File: src/rtl/ltc_reader.sv
`timescale 1ns/1ps
// ltc_reader: decodes a biphase-mark SMPTE LTC stream into BCD timecode fields.
// Transition intervals are timed in clk cycles, classified as half or full
// cells, and decoded bits are shifted LSB-first into an 80-bit frame register.
// A sync word seen after a full frame of bits latches the fields.
module ltc_reader #(
    parameter int unsigned CLK_HZ = 10_000_000,
    parameter int unsigned T_MIN  = CLK_HZ / 12000,
    parameter int unsigned T_THR  = CLK_HZ / 3000,
    parameter int unsigned T_OUT  = CLK_HZ / 1000,
    parameter int unsigned CNT_W  = 16
) (
    input  logic       clk,
    input  logic       reset_n,
    input  logic       ltc_in,
    output logic       locked,
    output logic       frame_valid,
    output logic       drop_frame,
    output logic [5:0] hours,
    output logic [6:0] minutes,
    output logic [6:0] seconds,
    output logic [5:0] frames
);

    localparam logic [CNT_W-1:0] T_MIN_C    = CNT_W'(T_MIN);
    localparam logic [CNT_W-1:0] T_THR_C    = CNT_W'(T_THR);
    localparam logic [CNT_W-1:0] T_OUT_C    = CNT_W'(T_OUT);
    localparam logic [15:0]      SYNC_WORD  = 16'hBFFC;
    localparam logic [6:0]       FRAME_BITS = 7'd80;

    logic             sync1_r, sync2_r, prev_r;
    logic [CNT_W-1:0] cnt_r;
    logic [79:0]      sr_r;
    logic [6:0]       bit_cnt_r;
    logic             half_pending_r;
    logic             lock_r;
    logic             accept_r;

    logic             edge_s;
    logic             emit_s;
    logic             bit_s;
    logic             error_s;
    logic             accept_s;
    logic             half_next_s;
    logic             lock_next_s;
    logic [CNT_W-1:0] cnt_next_s;
    logic [79:0]      sr_next_s;
    logic [6:0]       bit_cnt_next_s;

    // Synchronise ltc_in and keep the previous sample for edge detection.
    always_ff @(posedge clk or negedge reset_n) begin
        if (!reset_n) begin
            sync1_r <= 1'b0;
            sync2_r <= 1'b0;
            prev_r  <= 1'b0;
        end else begin
            sync1_r <= ltc_in;
            sync2_r <= sync1_r;
            prev_r  <= sync2_r;
        end
    end

    // Classify each interval, decide emitted bits, errors and sync acceptance.
    always_comb begin
        edge_s         = sync2_r ^ prev_r;
        emit_s         = 1'b0;
        bit_s          = 1'b0;
        error_s        = 1'b0;
        accept_s       = 1'b0;
        half_next_s    = half_pending_r;
        lock_next_s    = lock_r;
        cnt_next_s     = cnt_r;
        sr_next_s      = sr_r;
        bit_cnt_next_s = bit_cnt_r;

        if (edge_s) begin
            cnt_next_s = {CNT_W{1'b0}};
            if (cnt_r == T_OUT_C) begin
                // First transition after silence only establishes phase.
                half_next_s = 1'b0;
            end else if (cnt_r < T_MIN_C) begin
                error_s = 1'b1;
            end else if (cnt_r < T_THR_C) begin
                if (half_pending_r) begin
                    emit_s      = 1'b1;
                    bit_s       = 1'b1;
                    half_next_s = 1'b0;
                end else begin
                    half_next_s = 1'b1;
                end
            end else begin
                if (half_pending_r) begin
                    // A full cell cannot follow an unpaired half cell.
                    error_s = 1'b1;
                end else begin
                    emit_s = 1'b1;
                    bit_s  = 1'b0;
                end
            end
        end else begin
            if (cnt_r == T_OUT_C) begin
                cnt_next_s = cnt_r;
            end else begin
                cnt_next_s = cnt_r + CNT_W'(1);
                // Reaching the saturation value means the stream has gone quiet.
                if (cnt_r == T_OUT_C - CNT_W'(1)) begin
                    error_s = 1'b1;
                end else begin
                    error_s = 1'b0;
                end
            end
        end

        if (error_s) begin
            half_next_s    = 1'b0;
            bit_cnt_next_s = 7'd0;
            lock_next_s    = 1'b0;
        end else if (emit_s) begin
            sr_next_s      = {bit_s, sr_r[79:1]};
            bit_cnt_next_s = (bit_cnt_r == FRAME_BITS) ? FRAME_BITS : bit_cnt_r + 7'd1;
            if ((sr_next_s[79:64] == SYNC_WORD) && (bit_cnt_next_s >= FRAME_BITS)) begin
                accept_s       = 1'b1;
                bit_cnt_next_s = 7'd0;
                lock_next_s    = 1'b1;
            end else if ((bit_cnt_next_s == FRAME_BITS) && lock_r) begin
                // A whole frame went by without a sync word.
                lock_next_s = 1'b0;
            end else begin
                lock_next_s = lock_r;
            end
        end else begin
            sr_next_s = sr_r;
        end
    end

    // Decoder state registers.
    always_ff @(posedge clk or negedge reset_n) begin
        if (!reset_n) begin
            cnt_r          <= T_OUT_C;
            sr_r           <= 80'd0;
            bit_cnt_r      <= 7'd0;
            half_pending_r <= 1'b0;
            lock_r         <= 1'b0;
            accept_r       <= 1'b0;
        end else begin
            cnt_r          <= cnt_next_s;
            sr_r           <= sr_next_s;
            bit_cnt_r      <= bit_cnt_next_s;
            half_pending_r <= half_next_s;
            lock_r         <= lock_next_s;
            accept_r       <= accept_s;
        end
    end

    // Registered outputs: fields latch whole from the frame register on accept.
    always_ff @(posedge clk or negedge reset_n) begin
        if (!reset_n) begin
            locked      <= 1'b0;
            frame_valid <= 1'b0;
            drop_frame  <= 1'b0;
            hours       <= 6'd0;
            minutes     <= 7'd0;
            seconds     <= 7'd0;
            frames      <= 6'd0;
        end else begin
            locked      <= lock_r;
            frame_valid <= accept_r;
            if (accept_r) begin
                drop_frame <= sr_r[10];
                hours      <= {sr_r[57:56], sr_r[51:48]};
                minutes    <= {sr_r[42:40], sr_r[35:32]};
                seconds    <= {sr_r[26:24], sr_r[19:16]};
                frames     <= {sr_r[9:8],   sr_r[3:0]};
            end else begin
                drop_frame <= drop_frame;
                hours      <= hours;
                minutes    <= minutes;
                seconds    <= seconds;
                frames     <= frames;
            end
        end
    end

endmodule

File: config.mk
export PLATFORM = sky130hd
export DESIGN_NAME = ltc_reader
export DESIGN_NICKNAME = d
export VERILOG_FILES = /design/src/rtl/ltc_reader.sv
export SDC_FILE = /design/constraint.sdc
export NUM_CORES = 1
export LEC_CHECK = 0
export BUFFER_PORTS_ARGS = -buffer_cell sky130_fd_sc_hd__buf_4
export CAP_MARGIN = 20
export CORE_AREA = 3 3 106 108
export DETAILED_ROUTE_END_ITERATION = 6
export DIE_AREA = 0 0 109 111
export HOLD_SLACK_MARGIN = 0.12
export PLACE_DENSITY = 0.79
export SYNTH_ARGS = -nofsm -noshare
export SYNTH_HDL_FRONTEND = slang
export SYNTH_SLANG_ARGS = --single-unit
File: constraint.sdc
create_clock -name clk -period 3.4 [get_ports clk]
set_input_delay 0.68 -clock clk [delete_from_list [all_inputs] [get_ports clk]]
set_output_delay 0.68 -clock clk [all_outputs]
set_load 0.01 [all_outputs]
## Word-level counts from Yosys, hierarchy flattened

Index checks and enable logic that the tools add are counted.

| cells by class | value |
|---|---|
| magnitude comparators | 3 |
| multiplexer cells | 34 |
| add/subtract/negate cells | 2 |
| reduce and logical (&&, ||, !) cells | 9 |
| equality and inequality tests | 7 |
| bitwise operators | 2 |

Operators with widths:

| cell | number |
|---|---|
| == test 16 x 14 -> 1 bit, second input constant | 2 |
| two-way mux 16 bit | 2 |
| two-way mux 1 bit | 28 |
| two-way mux 7 bit | 4 |
| adder 16 x 1 -> 16 bit, second input constant | 1 |
| == test 16 bit, second input constant | 1 |
| < comparator 16 x 10 -> 1 bit, second input constant | 1 |
| < comparator 16 x 12 -> 1 bit, second input constant | 1 |
| == test 7 bit, second input constant | 2 |
| adder 7 x 1 -> 7 bit, second input constant | 1 |
| >= comparator 7 bit, second input constant | 1 |
| nonzero test 3 bit | 2 |
| AND reduction 2 bit | 2 |
| nonzero test 2 bit | 2 |
| != test 3 x 2 -> 1 bit, second input constant | 1 |
| AND reduction 3 bit | 1 |
| logical AND 1 bit | 2 |
| != test 2 bit, second input constant | 1 |
| NOT 1 bit | 1 |
| XOR 1 bit | 1 |

| word-level totals | value |
|---|---|
| input bits | 3 |
| bits in registers | 138 |
| output and inout bits | 29 |
| word-level logic and storage cells | 73 |

## Logic depth before layout (Yosys ltp)

Gate-level depths: netlist of the first run.

| depth | value |
|---|---|
| depth in word-level cells | 10 |
| mapped depth | 13 |
| gate-level depth less buffers | 12 |

## Least setup slack after synthesis of the first run

No wires, ideal clock.

| timing | value |
|---|---|
| kind | reg2reg |
| from | register cnt_r[0] |
| to | register sr_r[12] |
| stages on the path, launching flop included | 13 |
| setup time | 125 ps |
| clock period less this slack | 2666 ps |
| required time | 3275 ps |
| slack | 734 ps |
| buffers on the path | 2 |
| arrival time | 2541 ps |
| cells stage by stage | dfrtp_1 > inv_1 > ha_1 > nand2b_1 > nand3_1 > a21o_1 > a311o_1 > ha_1 > nand3_1 > nor3_1 > buf_6 > buf_6 > mux2_4 |

| on the way | value |
|---|---|
| longest elaborated chain between the ends | 7 |
| elaborated cells between the ends (all ways) | 16 |
| classes of those cells | order compare (2); eq/ne (2); mux (10); bitwise (1); reduce/logical (1) |

RTL lines:

| item | RTL line | text |
|---|---|---|
| start: declaration | 32 | `logic [CNT_W-1:0] cnt_r;` |
| start signal: assignment | 146 | `cnt_r <= cnt_next_s;` |
| < comparator 16 x 12 -> 1 bit | 83 | `end else if (cnt_r < T_THR_C) begin` |
| two-way mux 1 bit | 83 |  |
| two-way mux 1 bit | 81 | `end else if (cnt_r < T_MIN_C) begin` |
| two-way mux 1 bit | 78 | `if (cnt_r == T_OUT_C) begin` |
| two-way mux 1 bit | 76 | `if (edge_s) begin` |
| NOT 1 bit (no source line) | -- |  |
| AND reduction 2 bit (no source line) (*) | -- |  |
| end signal: assignment | 147 | `sr_r <= sr_next_s;` |
| end: declaration | 33 | `logic [79:0] sr_r;` |

Mark *: on every way between the ends. The rest lies on a longest branch, timed or not.
A chain may end at the register's enable or synchronous reset.

## Worst setup path after layout of the first run

| timing | value |
|---|---|
| from | register cnt_r[0] |
| to | register sr_r[57] |

The elaborated chain is that of the path after synthesis.

==> results.toml, run 1 <==
[run_status]
run_status = "complete, no violations"

[clock_tree]
worstSkewPairLatency_ns = 0.53
ctsResizeCount = 0
cts-root-buf = "clkbuf_8"
cts_buffers = 17
cts_max_path_buffers = 2
cts_setup_buffers = 0
cts_tree = "built"
cts.sinks = 138
cts_max_level = 4
path_clk_slew_ns = 0.06

[min_path]
hold_depth = 1
min_from = "ltc_in"
min_to = "sync1_r"
holdCritPathClass = "in -> reg"

[timing]
tns_ns = 0
fmax_mhz = 340.3
hold_viol = 0
relSlewSlack_pct = 61.50
period_needed_ns = 2.938
rsz0062_at_grt = "no"
finClkSkew_ns = 0.02185
report.final.slew_viol_count = 0
min_period_over_period_pct = 86.43
tightest_slew_ns = 0.5755
finalSetupViolCount = 0

[power]
internal-power_mw = 2.796
p_leak_nw = 3.379
p_seq_share_pct = 46.3
p_clk_share_pct = 51.4
ir_worst_vdd_v = 0.0002656
p_comb_share_pct = 2.3
switchingPower_mw = 0.7848
power_density_nw_per_um2 = 503.4
switching_share_pct = 21.91

[cells_and_area]
stdcell_area_sq_um = 7114
syn_to_final_growth_pct = 15.66
stdcell_count = 623
n_antenna_cell = 0
drive_above_1_share_pct = 37.99
final_nets = 485

[yosys]
synth_cell_types = 50
syn_inst = 441
synth_ff_type = "dfrtp_1"
async_flop_share_pct = 100.0
syn_area_sq_um = 6151
synth_nets = 451
synth-edff-count = 0
syn-mean-instance-area_sq_um = 13.95
seq_area_frac_synth_pct = 56.24
ys_top_cells_by_area = "dfrtp_1 (54%), mux2_4 (16%), mux2_2 (6.8%)"
yosysWarningCount = 0
synth-seq-cells = 138
synth_top_cell_area_share_pct = 54.11
synth_top_area_cell = "dfrtp_1"

[placed_design]
dpl.cell_count = 589
dp_hpwl_mm = 6.281
place.gp.congestion = 0.7964
io_buffers = 31
place_area_sq_um = 6462

[critical_path]
cp_data_arrival_time_ns = 3.34
cpPeakStageDelay_ns = 0.42
critical_path_buf_inv_count = 3
path_delay_family = "buffers and inverters"
required_ns = 3.80
worstPathCellList = "inv_1 -> ha_1 -> nand2b_1 -> nand3_1 -> a21o_1 -> a311o_1 -> ha_1 -> nand3_1 -> nor3_2 -> buf_4 -> buf_4 -> mux2_4"
reg2regPathDepth = 12
reg2reg_slack_ns = 0.46
critPathMaxFanout = 21
reg2reg_to = "sr_r[57]"
cp-end-kind = "flip-flop"
slowest_stage = "dfrtp_1"
critPathKind = "reg -> reg"
r2r-start = "cnt_r[0]"
cp-start-kind = "flip-flop"

[route]
antenna_left = 0
first_pass_iters = 4
drc = 0
vias = 3475
wire_per_inst_um = 17.33
viasPerCell = 5.578
drtIter0Drc = 228
wl_mm = 10.80

[global_route]
first_global_vias = 3574
grt_usage_pct = 19.05
grt_max_degree = 129
grt-ovfl-total = 0
grt_pass1_wl_mm = 18.15
antenna_found_initial = 0

[die]
fp.dieArea_sq_um = 12100
rows = 37
fp.dieW_um = 109
start_util_pct = 59.58
core_sq_um = 10320
dieHeight_um = 111
ios = 32

[run]
maxCapViolations = 0
[sequential cells by signal (all words and copies together) (netlist names)]
signal / count
locked: 1
bit_cnt_r: 7
half_pending_r: 1
frames: 6
drop_frame: 1
accept_r: 1
sync1_r: 1
cnt_r: 16
sync2_r: 1
lock_r: 1
sr_r: 80
minutes: 7
seconds: 7
hours: 6
prev_r: 1
frame_valid: 1
[cell usage in the layout (no fill, tap or decap), types with 3 or more instances in the layout]
| master | instances |
|---|---|
| bufinv_16 | 3 |
| nand3_1 | 19 |
| mux2_4 | 67 |
| a31oi_1 | 5 |
| or3_1 | 5 |
| inv_6 | 3 |
| nand4_1 | 6 |
| nor4b_1 | 3 |
| ha_1 | 7 |
| inv_1 | 7 |
| buf_4 | 34 |
| o21ai_0 | 6 |
| dfstp_2 | 5 |
| mux2_2 | 37 |
| xnor2_1 | 7 |
| nand2_1 | 14 |
| clkinv_4 | 4 |
| nand3b_1 | 3 |
| nor3_1 | 5 |
| nor2_1 | 29 |
| clkbuf_16 | 16 |
| o211ai_1 | 4 |
| a21oi_1 | 9 |
| nor4_1 | 3 |
| dfrtp_1 | 133 |
| xor2_1 | 7 |
[cell families after synthesis]
family                     synth area share, %
DFF                                      56.24
and+or+nand+nor                          10.33
muxes                                    23.49
AOI/OAI and AO/OA                        3.316
buffers and inverters                    3.194
xor gates and xnor gates                 1.994
adders and majority gates                1.424
[power by group through the flow]
| stage | Clock, mW | Sequential [mW] | Combinational (mW) |
|---|---|---|---|
| 2_1_floorplan | 0 | 1.68 | 0.0412 |
| 3_3_place_gp | 0 | 1.69 | 0.0763 |
| 3_5_place_dp | 0 | 1.69 | 0.0800 |
| 4_1_cts | 1.85 | 1.66 | 0.0805 |
| 5_1_grt | 1.95 | 1.66 | 0.0971 |
| 6_report | 1.84 | 1.66 | 0.0834 |
[cell type report]
cell class                 count  area, sq um
sequential                   138         3460
fill                         673         3209
multi-input combinational    271         2500
clock buffer                  18        417.9
timing repair buffer          40        371.6
tap                          136        170.2
clock inverter                13        168.9
inverter                       7        26.28
[what timing repair did]
item	4_1_cts	5_1_grt
hold buffers	0	1
endpoints found under the hold margin	0	43
setup endpoints to repair	0	0
[synth_stat cells, drive strengths merged, types with 2 or more instances]
master,n
and2,2
nand4b,2
a31oi,5
nand3b,3
xor2,7
nand3,19
nand2b,2
and3,2
o211ai,4
mux2,106
or3,5
nand2,14
nand4,7
xnor2,7
buf,14
a21oi,9
nor2b,2
ha,7
nor3,6
a21o,2
or4,2
o21ai,6
dfstp,5
or2,2
nor4,3
nor2,30
inv,7
or3b,2
dfrtp,133
clkbuf,11
nor4b,4
[worst max path at each step]
| stage | start | end | slack (ns) | cells after the start |
|---|---|---|---|---|
| after floorplan | cnt_r[0] | sr_r[12] | 0.73 | 12 |
| after global placement | cnt_r[0] | sr_r[50] | 0.54 | 12 |
| after detailed placement | cnt_r[0] | sr_r[47] | 0.49 | 12 |
| after CTS | cnt_r[0] | sr_r[47] | 0.47 | 12 |
| after global routing | cnt_r[0] | sr_r[55] | 0.30 | 12 |
| final | cnt_r[0] | sr_r[57] | 0.46 | 12 |
[routing by layer]
layer	global-route usage (%)	vias to the layer above	part of all wire (%)
met5	0	-	0
met4	5.976	0	0.94
met3	5.242	11	4.0
met2	29.40	75	48
met1	26.22	1760	47
li1	-	1629	-
[metrics by stage]
step	setup WS (ns)	power [mW]	util [%]	hold slack, ns
after global placement	0.5424	1.763	62.60	0.3402
after floorplan	0.7342	1.725	-	0.3312
after global routing	0.2967	3.707	68.91	0.2403
after CTS	0.4679	3.593	68.28	0.2441
final	0.4615	3.581	68.91	0.2679
after detailed placement	0.4942	1.768	62.60	0.3380
Power figures use the tool's default switching activity.
==> inputs of run 2 (changes only) <==
Settings changed: SKIP_CTS_REPAIR_TIMING set to 1.
Clock period 3.4 ns to 2.85 ns, I/O delays scaled along.
==> run 2 against run 1 <==
The flow now finishes with violations (setup timing); total power increased by 23%; combinational power rose by 68%; register-to-register slack worse by 0.50 ns; utilization grew 4.7 points; fmax increased by 1.7%; sequential share of layout area shrank 3.1 points; largest cell class unchanged; highest routed layer unchanged.
==> results.toml, run 2 (synthesis gave the netlist of run 1 again) <==
[cells_and_area]
largest_register = "sr_r"
layout_commonest_cell = "dfrtp_1"
reg.largest.list = "sr_r x80, cnt_r x16"
drive_above_1_share_pct = 43.19
largest_reg_flops = 80
most-common-layout-cells = "dfrtp_1 (133), mux2_4 (79), buf_4 (46)"
syn_to_final_growth_pct = 23.56
n_antenna_cell = 0
utilization_pct = 73.62
final_nets = 511

[clock_tree]
cts_buffers = 17
cts_tree = "built"
cts_max_level = 4
path_clk_slew_ns = 0.07
worstSkewPairLatency_ns = 0.53
cts-root-buf = "clkbuf_8"
cts.sinks = 138
cts_max_path_buffers = 2

[die]
ios = 32
dieHeight_um = 111
start_util_pct = 59.58
core_sq_um = 10320
fp.dieW_um = 109
rows = 37
fp.dieArea_sq_um = 12100

[route]
antenna_left = 0
wire_per_inst_um = 21.74
viasPerCell = 5.865
drtIter0Drc = 397
wl_mm = 14.13
first_pass_iters = 4
drc = 0
vias = 3812

[timing]
min_period_over_period_pct = 101.3
period_needed_ns = 2.888
fmax_mhz = 346.2
report.final.slew_viol_count = 0
tightest_slew_ns = 0.7708
finClkSkew_ns = 0.01153
relSlewSlack_pct = 48.61
finalSetupViolCount = 32
setup_slack_ns = -0.03846
rsz0062_at_grt = "yes"
hold_viol = 0

[critical_path]
r2r-start = "cnt_r[0]"
required_ns = 3.26
cp-end-kind = "flip-flop"
reg2regPathDepth = 12
cp_data_arrival_time_ns = 3.30
critPathKind = "reg -> reg"
reg2reg_to = "sr_r[49]"
reg2reg_slack_ns = -0.04
cp-start-kind = "flip-flop"
critPathMaxFanout = 10

[run_status]
failed_checks = "setup timing"
run_status = "finished with violations"

[power]
internal-power_mw = 3.400
power_density_nw_per_um2 = 578.4
switchingPower_mw = 0.9954
p_seq_share_pct = 44.9
p_clk_share_pct = 51.9
p_leak_nw = 3.598
ir_worst_vdd_v = 0.0004884
total_power_mw = 4.396
switching_share_pct = 22.64
p_comb_share_pct = 3.2

[min_path]
holdCritPathClass = "in -> async"

[run]
maxCapViolations = 0

[global_route]
grt_usage_pct = 21.05
antenna_found_initial = 0
first_global_vias = 3881
grt_max_degree = 83
grt-ovfl-total = 0
grt_pass1_wl_mm = 19.80

[placed_design]
dp_hpwl_mm = 6.951
place.gp.congestion = 0.8512
io_buffers = 31
-- run 2: changes by cell type in the layout (fill, tap and decap cells not counted), sizes merged --
cell and change:
buf +19, clkbuf +8, inv +2, clkinvlp -1
dlygate4sd3 -1
-- run 2: worst max-delay path by stage --
| stage | startpoint | end | slack (ns) | depth (start not counted) |
|---|---|---|---|---|
| final | cnt_r[0] | sr_r[49] | -0.04 | 12 |
| after global routing | cnt_r[0] | sr_r[49] | -0.14 | 12 |
| after CTS | cnt_r[1] | sr_r[1] | -0.04 | 12 |
| after detailed placement | cnt_r[1] | sr_r[11] | 0.02 | 12 |
| after global placement | cnt_r[1] | sr_r[10] | 0.11 | 12 |
| after floorplan | cnt_r[0] | sr_r[12] | 0.18 | 12 |
-- run 2: power groups by stage --
stage | Clock, mW | Sequential (mW) | Combinational, mW
floorplan | 0 | 2.01 | 0.0491
global placement | 0 | 2.01 | 0.110
detailed placement | 0 | 2.01 | 0.116
CTS | 2.30 | 1.97 | 0.117
global route | 2.41 | 1.97 | 0.157
finish | 2.28 | 1.97 | 0.140
-- run 2: stage by stage --
stage               instance area [sq um]  hold WS, ns  setup TNS (ns)  setup WS [ns]  std cells
detailed placement                   6595       0.3378               0        0.01825        600
global route                         7600       0.1437          -7.746        -0.1402        650
global placement                     6595       0.3384               0         0.1086        600
floorplan                            6151       0.2744               0         0.1842        441
CTS                                  7208       0.1160        -0.08971       -0.03916        632
finish                               7600      0.09253         -0.5074       -0.03846        650
-- run 2: final cells by class --
class                           instances  area [sq um]
Clock buffer                           18         427.9
Clock inverter                         14         185.2
Fill cell                             615          2724
Inverter                                7         26.28
Multi-Input combinational cell        271          2577
Sequential cell                       138          3460
Tap cell                              136         170.2
Timing Repair Buffer                   66         753.2
-- run 2: per-layer routing --
layer  GRT usage [%]  vias up  share of wire [%]
li1                -     1687                  -
met1           26.82     1988                 42
met2           34.07      104                 52
met3           5.533       33                3.7
met4           8.249        0                2.4
met5               0        -                  0
-- run 2: worst max-delay path, cell delays in order (launching register included) --
cell and delay, ns:
dfrtp_1 0.40, inv_2 0.09, ha_4 0.13, nand2b_1 0.09
nand3_1 0.07, a21o_1 0.17, a311o_1 0.35, ha_1 0.31
nand3_2 0.11, nor3_4 0.36, buf_6 0.21, clkbuf_16 0.19
mux2_4 0.31
==> inputs of run 3 (changes only) <==
Settings changed: ABC_AREA set to 1, CORE_AREA 3 3 106 108 to 3 3 105 107, CTS_CLUSTER_DIAMETER set to 40, DIE_AREA 0 0 109 111 to 0 0 108 110, GPL_ROUTABILITY_DRIVEN set to 0.
==> run 3 against run 2 <==
The flow now finishes without violations; register-to-register slack better by 0.47 ns; clock power is 5% lower; synthesized cell count is 47% higher; worst hold slack better by 0.067 ns; critical path depth is 2 higher; synthesized area is 2.1% lower; utilization is 5.6 points lower; final area is 8.5% lower; critical path type unchanged; largest cell class unchanged; largest power group unchanged; highest routed layer unchanged.
==> results.toml, run 3 <==
[yosys]
synth_cell_types = 35
syn-mean-instance-area_sq_um = 9.291
synth-seq-cells = 138
synth_top_cell_area_share_pct = 55.28
synth_top_area_cell = "dfrtp_1"
async_flop_share_pct = 100.0
syn_inst = 648
synth_ff_type = "dfrtp_1"
seq_area_frac_synth_pct = 57.46
synth-edff-count = 0
yosysWarningCount = 0
synthTopCellsByCount = "dfrtp_1 (133), nand2_1 (104), inv_1 (94)"
ys_top_cells_by_area = "dfrtp_1 (55%), nand2_1 (6.5%), inv_1 (5.9%)"
post-synth-top-count-cell = "dfrtp_1"
syn_area_sq_um = 6021
synth_nets = 658

[cells_and_area]
nFillCells = 747
stdcell_count = 832
most-common-layout-cells = "dfrtp_1 (133), nand2_1 (104), inv_1 (94)"
stdcell_area_sq_um = 6957
utilization_pct = 68.00
drive_above_1_share_pct = 20.11
n_antenna_cell = 0
reg.largest.list = "sr_r x80, cnt_r x16"
final_nets = 693
layout_commonest_cell = "dfrtp_1"
largest_reg_flops = 80
largest_register = "sr_r"
syn_to_final_growth_pct = 15.54

[min_path]
holdCritPathClass = "in -> reg"
min_from = "ltc_in"
hold_depth = 1

[clock_tree]
cts_max_level = 4
cts.sinks = 138
cts_buffers = 17
path_clk_slew_ns = 0.06
cts_max_path_buffers = 2
worstSkewPairLatency_ns = 0.52
cts_tree = "built"
cts-root-buf = "clkbuf_8"

[placed_design]
io_buffers = 31
dpl.cell_count = 799
place_area_sq_um = 6355
dp_hpwl_mm = 6.777
dp_slack_ns = 0.5047

[power]
ir_worst_vdd_v = 0.0003556
total_power_mw = 4.285
power_density_nw_per_um2 = 615.9
p_leak_nw = 3.314

[route]
highest-signal-layer = "met4"
drc = 0
first_pass_iters = 7
wire_per_inst_um = 12.90
wl_met2_mm = 5.461
viasPerCell = 5.172
antenna_left = 0
drtIter0Drc = 247
wl_mm = 10.73
met3_length_um = 345
drt-met1-wl_mm = 4.794
vias = 4303

[timing]
rsz0062_at_grt = "no"
timing.hold.ws_ns = 0.1596
tightest_slew_ns = 0.6737
tns_ns = 0
finalSetupViolCount = 0
hold_viol = 0
finClkSkew_ns = 0.009617
setup_slack_ns = 0.4296
period_needed_ns = 2.420
relSlewSlack_pct = 55.08
min_period_over_period_pct = 84.93
report.final.slew_viol_count = 0
fmax_mhz = 413.2

[critical_path]
critPathKind = "reg -> reg"
required_ns = 3.22
reg2regPathDepth = 14
cp_data_arrival_time_ns = 2.79
cp-start-kind = "flip-flop"
cp-end-kind = "flip-flop"
critPathMaxFanout = 7
r2r-start = "cnt_r[0]"
cp-startpoint = "cnt_r[0]"

[die]
fp.dieW_um = 108
fp.dieArea_sq_um = 11880
rows = 37
core_sq_um = 10230
start_util_pct = 58.85
dieHeight_um = 110
ios = 32

[global_route]
first_global_vias = 4194
antenna_found_initial = 0
grt_pass1_wl_mm = 18.43
grt_usage_pct = 19.38
grt_max_degree = 75
grt-ovfl-total = 0

[run_status]
run_status = "complete, no violations"

[run]
maxCapViolations = 0
==> run 3: worst paths after layout <==
path                                end  slack, ns
min                             sync1_r       0.16
max                        bit_cnt_r[5]       0.43
max reg2reg                bit_cnt_r[5]       0.43
min in group asynchronous     frames[2]       0.64
min reg2reg                     sync2_r       0.35
max in group asynchronous     cnt_r[13]       1.44
==> run 3: kinds of logic (layout without fill, tap and decap cells) <==
family / count (synthesis) / in the layout / synth area share (%)
AOI/OAI and AO/OA: 137 / 137 / 13.42
muxes: 1 / 1 / 0.1870
adders and majority gates: 7 / 7 / 1.455
and+or+nand+nor: 240 / 240 / 17.77
buffers and inverters: 122 / 170 / 9.144
xor gates and xnor gates: 3 / 3 / 0.5612
DFF: 138 / 138 / 57.46
==> run 3: cell type report <==
type / count / area, sq um / area share [%]
clock buffers: 17 / 414.1 / 5.953
clock inverters: 15 / 177.7 / 2.554
inverters: 98 / 367.9 / 5.288
multi-input cells: 388 / 2011 / 28.90
flip-flops and latches: 138 / 3460 / 49.73
well taps: 136 / 170.2 / 2.446
repair buffers: 40 / 356.6 / 5.126
==> run 3: layer usage <==
metal	vias up	global-route usage, %
li1	2129	-
met1	2082	24.30
met2	80	33.35
met3	12	4.718
met4	0	6.312
met5	-	0
==> run 3: worst max-delay path, stage by stage, from the launching register on <==
cell and delay [ns]:
dfrtp_1 0.40, inv_1 0.13, ha_1 0.18, o21ai_0 0.09
nor2_1 0.09, o211ai_1 0.12, inv_1 0.09, ha_1 0.13
inv_1 0.05, nor2_1 0.15, nand2_1 0.08, nor2_1 0.17
nand4_1 0.18, nand3_1 0.28, o22ai_1 0.13
==> run 3: power breakdown <==
group          total, mW  switching, mW  internal, mW
clock               2.17          0.891          1.28
combinational      0.130         0.0932        0.0370
sequential          1.98         0.0126          1.97
total               4.28          0.997          3.29
